## config.mk

```make
export PLATFORM = sky130hd
export DESIGN_NAME = pio_debounce
export DESIGN_NICKNAME = d
export VERILOG_FILES = /design/src/rtl/pio_debounce.sv
export SDC_FILE = /design/constraint.sdc
export NUM_CORES = 1
export LEC_CHECK = 0
export ABC_AREA = 1
export BUFFER_PORTS_ARGS = -buffer_cell sky130_fd_sc_hd__buf_4
export CORE_ASPECT_RATIO = 2
export CORE_UTILIZATION = 60
export DETAILED_ROUTE_END_ITERATION = 6
export PLACE_DENSITY_LB_ADDON = 0.15
export SYNTH_ARGS = -nofsm -noshare
export SYNTH_HDL_FRONTEND = slang
export SYNTH_SLANG_ARGS = --single-unit
```

## constraint.sdc

```tcl
create_clock -name clk -period 2.9 [get_ports clk]
set_input_delay 0.29 -clock clk [delete_from_list [all_inputs] [get_ports clk]]
set_output_delay 0.29 -clock clk [all_outputs]
set_load 0.02 [all_outputs]
```

## src/rtl/pio_debounce.sv

```systemverilog
// ---------------------------------------------------------------------------
// pio_debounce
//
// Multi-channel input conditioner for the SoC PIO input port. Each raw
// asynchronous input is brought into the clk domain through a 2-flop
// synchroniser. It is then debounced against a shared prescaled tick. A new
// level is accepted only after the synchronised input has differed from the
// current debounced level for STABLE consecutive ticks. Accepted transitions
// produce one-cycle rise/fall pulses. These pulses set sticky event flags,
// and the flags drive a masked, registered interrupt.
//
// Ports
//   clk        : SoC clock
//   rst        : synchronous active-high reset
//   raw_i      : [DW] asynchronous raw inputs (switches / buttons)
//   state_o    : [DW] debounced level
//   rise_o     : [DW] one-cycle pulse on an accepted 0->1 transition
//   fall_o     : [DW] one-cycle pulse on an accepted 1->0 transition
//   mask_i     : [DW] per-channel interrupt enable (does not gate evt_o)
//   evt_o      : [DW] sticky edge-event flags
//   evt_clr_i  : [DW] write-1-to-clear strobe for evt_o
//   irq_o      : registered OR of (evt & mask)
// ---------------------------------------------------------------------------
module pio_debounce #(
  parameter int              DW       = 4,
  parameter int              PRESCALE = 65536,
  parameter int              STABLE   = 10,
  parameter logic [DW-1:0]   INIT     = {DW{1'b0}}
) (
  input  logic          clk,
  input  logic          rst,
  input  logic [DW-1:0] raw_i,
  output logic [DW-1:0] state_o,
  output logic [DW-1:0] rise_o,
  output logic [DW-1:0] fall_o,
  input  logic [DW-1:0] mask_i,
  output logic [DW-1:0] evt_o,
  input  logic [DW-1:0] evt_clr_i,
  output logic          irq_o
);

  localparam int              PW       = (PRESCALE > 1) ? $clog2(PRESCALE) : 1;
  localparam int              CW       = (STABLE > 0) ? $clog2(STABLE + 1) : 1;
  localparam logic [PW-1:0]   PS_LAST  = PW'(PRESCALE - 1);
  localparam logic [CW-1:0]   CNT_LAST = CW'(STABLE - 1);

  // Reject parameter values the counters cannot represent sensibly.
  if (PRESCALE < 2) begin : g_bad_prescale
    $error("pio_debounce: PRESCALE must be >= 2");
  end
  if (STABLE < 1) begin : g_bad_stable
    $error("pio_debounce: STABLE must be >= 1");
  end
  if (DW < 1) begin : g_bad_dw
    $error("pio_debounce: DW must be >= 1");
  end

  // -------------------------------------------------------------------------
  // Synchroniser stage: raw -> r_sync1 -> r_sync2
  // -------------------------------------------------------------------------
  logic [DW-1:0] r_sync1;
  logic [DW-1:0] r_sync2;

  always_ff @(posedge clk) begin
    if (rst) begin
      r_sync1 <= INIT;
      r_sync2 <= INIT;
    end else begin
      r_sync1 <= raw_i;
      r_sync2 <= r_sync1;
    end
  end

  // -------------------------------------------------------------------------
  // Shared prescaler stage: tick is high while the count sits at its last
  // value, so the first tick is consumed PRESCALE edges after reset.
  // -------------------------------------------------------------------------
  logic [PW-1:0] r_presc;
  logic          w_tick;

  assign w_tick = (r_presc == PS_LAST);

  always_ff @(posedge clk) begin
    if (rst) begin
      r_presc <= '0;
    end else if (w_tick) begin
      r_presc <= '0;
    end else begin
      r_presc <= r_presc + 1'b1;
    end
  end

  // -------------------------------------------------------------------------
  // Per-channel stability counter stage
  // -------------------------------------------------------------------------
  logic [DW-1:0] r_state;
  logic [DW-1:0] w_accept;

  for (genvar g = 0; g < DW; g++) begin : g_ch
    logic [CW-1:0] r_cnt;
    logic          w_diff;
    logic          w_last;

    assign w_diff      = r_sync2[g] ^ r_state[g];
    assign w_last      = (r_cnt == CNT_LAST);
    assign w_accept[g] = w_diff & w_tick & w_last;

    // Agreement with the current level clears the count even on a tick, so
    // any bounce back restarts qualification. Acceptance also returns the
    // count to zero, which keeps it within 0..STABLE-1.
    always_ff @(posedge clk) begin
      if (rst) begin
        r_cnt <= '0;
      end else if (!w_diff || w_accept[g]) begin
        r_cnt <= '0;
      end else if (w_tick) begin
        r_cnt <= r_cnt + 1'b1;
      end
    end
  end

  // -------------------------------------------------------------------------
  // Level / pulse / event / interrupt stage
  // -------------------------------------------------------------------------
  logic [DW-1:0] w_state_nxt;
  logic [DW-1:0] w_rise_nxt;
  logic [DW-1:0] w_fall_nxt;
  logic [DW-1:0] w_evt_nxt;
  logic          w_irq_nxt;
  logic [DW-1:0] r_rise;
  logic [DW-1:0] r_fall;
  logic [DW-1:0] r_evt;
  logic          r_irq;

  assign w_state_nxt = (r_state & ~w_accept) | (r_sync2 & w_accept);
  assign w_rise_nxt  = w_accept &  r_sync2;
  assign w_fall_nxt  = w_accept & ~r_sync2;

  // A new edge takes precedence over a simultaneous clear of the same flag.
  assign w_evt_nxt   = (r_evt & ~evt_clr_i) | w_rise_nxt | w_fall_nxt;

  // Built from the next flag value so irq_o moves in the same cycle as evt_o.
  assign w_irq_nxt   = |(w_evt_nxt & mask_i);

  always_ff @(posedge clk) begin
    if (rst) begin
      r_state <= INIT;
      r_rise  <= '0;
      r_fall  <= '0;
      r_evt   <= '0;
      r_irq   <= 1'b0;
    end else begin
      r_state <= w_state_nxt;
      r_rise  <= w_rise_nxt;
      r_fall  <= w_fall_nxt;
      r_evt   <= w_evt_nxt;
      r_irq   <= w_irq_nxt;
    end
  end

  assign state_o = r_state;
  assign rise_o  = r_rise;
  assign fall_o  = r_fall;
  assign evt_o   = r_evt;
  assign irq_o   = r_irq;

endmodule

```

==> results.toml <==
[floorplan]
core_sq_mm = 0.00388
num_rows = 32
die_area_sq_mm = 0.00441
die_h_um = 92.9
chipWidth_um = 47.4
ios = 31
start_util_pct = 63.8

[critical_path]
crit_path_cell_trace = "ha_1 > nand3_4 > nor2_8 > nand2_4 > nand2_1 > inv_1 > nand2_1 > nor2_1"
path_max_fanout = 16
setup.worst_path.start_class = "flip-flop"
slowest_delay_ps = 380
arrival_ps = 2120
critical_path.most_common_cell = "nand2_1"
crit_path_top_delay_cell = "nand2_1"
end_kind = "flip-flop"
path_class = "reg -> reg"
worst_ep_required_time_ps = 3120

[synth]
ys_seq_elements = 57
ys.flop_type = "dfxtp_1"
synth-edff-count = 0
seq_area_frac_synth_pct = 46.1
synth.area.top_cells = "dfxtp_1 (46%), nand2_1 (9.4%), inv_1 (7.4%), nor2_1 (7.4%), ha_1 (4.5%)"
ys_types = 33
syn_area_sq_mm = 0.00248
synth_async_sr_flop_share_pct = 0
netlist.area_leader.share_pct = 46.1
syn_nets = 339
synth_top_cell_by_area = "dfxtp_1"
ys_warn_count = 0
syn_avg_cell_area_sq_um = 7.84
synthCells = 316

[place]
gp_congestion = 0.834
port_buffers = 30
dp_hpwl_mm = 3.56

[route]
ant_nets = 0
routed-via-count = 2015
dr.pass1.iters = 4
viasPerCell = 4.93
totalWireLength_mm = 4.79
drc_errors = 0
routed_wire_length_per_instance_um = 11.7
drt_iter0_markers = 30

[clock_network]
cts_resized = 0
clock_path_buffers = 2
post-cts-setup-buffers = 0
cts.clk_slew.worst_paths_ps = 60
worstSkewPairLatency_ps = 330
numCtsBuffers = 9
hold_buffers = 0
cts_tree = "yes"
cts.htree.levels = 3
cts_sinks = 57
clockRootBuffer = "clkbuf_8"

[final_layout]
synthToLayoutAreaGrowth_pct = 19.1
diodes = 0
drive_gt1_share_pct = 17.9
final_cell_mix = "nand2_1 (62), dfxtp_1 (57), inv_1 (49), nor2_1 (49), buf_4 (31)"
layout_commonest_cell = "nand2_1"
layout.nets = 376

[global_route]
grt_pass1_vias = 1975
grt_pass1_wl_mm = 8.16
overflow = 0
antenna_found_initial = 0
grtUsageTotal_pct = 26.6
grt_max_degree = 17

[run]
maxCapViolCount = 0

[sta]
setup-tns-final_ps = 0
timing.fmax_ghz = 0.526
tightest_slew_ps = 443
slew_headroom_pct = 70.4
finalMaxSlewViolations = 0
period_share_pct = 65.6
rsz0062_at_grt = "no"
finalHoldViolCount = 0
finalSetupViolations = 0
fin_skew_ps = 5.25
hold_slack_ps = 162
period_needed_ps = 1900

[pwr]
p_total_uw = 1600
ir_drop_v = 0.000454
powerDensity_mw_per_mm2 = 543
power.leakage_uw = 0.00137

[run_status]
outcome = "complete, no violations"

[worst_hold_path]
hold_path.class = "in -> reg"
registers in the layout (all words and copies together) (netlist names), named ones only:
signal / cells
g_ch.r_cnt: 16
r_presc: 16
evt_o: 4
fall_o: 4
r_sync1: 4
r_sync2: 4
rise_o: 4
irq_o: 1
synthesized netlist by cell type, types with 2 or more instances:
library cell  instances
nand2_1              62
o21ai_0               3
nor3_1                4
nand2_2               3
nand4_1               7
inv_1                49
nand3_1              14
nand3_2               3
clkbuf_1              2
xor2_1               11
nor2_4                2
a21oi_1              16
nor2_1               49
xnor2_1               4
inv_2                 2
o21a_1                2
dfxtp_1              57
ha_1                  9
nor2_2                3
cell families after synthesis:
| kind of cell | after synthesis | share of synthesized area (%) |
|---|---|---|
| AO/OA/AOI/OAI | 25 | 5.66 |
| XOR/XNOR | 15 | 5.30 |
| adder cells (fa/ha/maj) | 9 | 4.55 |
| buffers and inverters | 57 | 9.34 |
| flip-flops | 57 | 46.1 |
| AND/OR/NAND/NOR | 153 | 29.1 |
worst max-delay path, delay by kind of cell, from the launching register on:
family / cells / cell delay, ps
flops: 1 / 370
simple gates: 6 / 1030
fa+ha+maj: 1 / 250
buf+inv: 1 / 130
final timing paths:
kind	start	end	slack [ps]	cells after the start
min	raw_i[2]	r_sync1[2]$_SDFF_PP0_	160	3
max reg2reg	r_presc[0]$_SDFF_PP0_	r_presc[15]$_SDFF_PP0_	1000	8
min reg2reg	r_sync1[3]$_SDFF_PP0_	r_sync2[3]$_SDFF_PP0_	400	2
max	r_presc[0]$_SDFF_PP0_	r_presc[15]$_SDFF_PP0_	1000	8
cell type report:
cell class / instances / area [sq um]
Timing Repair Buffer: 31 / 233
Multi-Input combinational cell: 202 / 1100
Tap cell: 51 / 63.8
Fill cell: 328 / 933
Sequential cell: 57 / 1140
Clock inverter: 2 / 35.0
Inverter: 52 / 200
Clock buffer: 14 / 173
report_power, final:
part | switching, uW | internal (uW)
clock | 292 | 466
combinational | 23.8 | 21.0
sequential | 6.87 | 792
total | 322 | 1280
per-stage QoR:
stage,utilization (%),cell area (sq um),worst slack (ps),std cells
after detailed placement,70.6,2740,1010,393
after global placement,70.6,2740,1050,393
after global routing,76.0,2950,818,409
after floorplan,-,2480,1460,316
after CTS,76.0,2950,972,409
final,76.0,2950,998,409
per-layer routing:
metal	share of wire, %	track usage (%)
met5	0	0
met4	3.8	16.7
met3	2.9	8.19
met2	56	45.2
met1	37	25.5
Power figures use the tool's default switching activity.
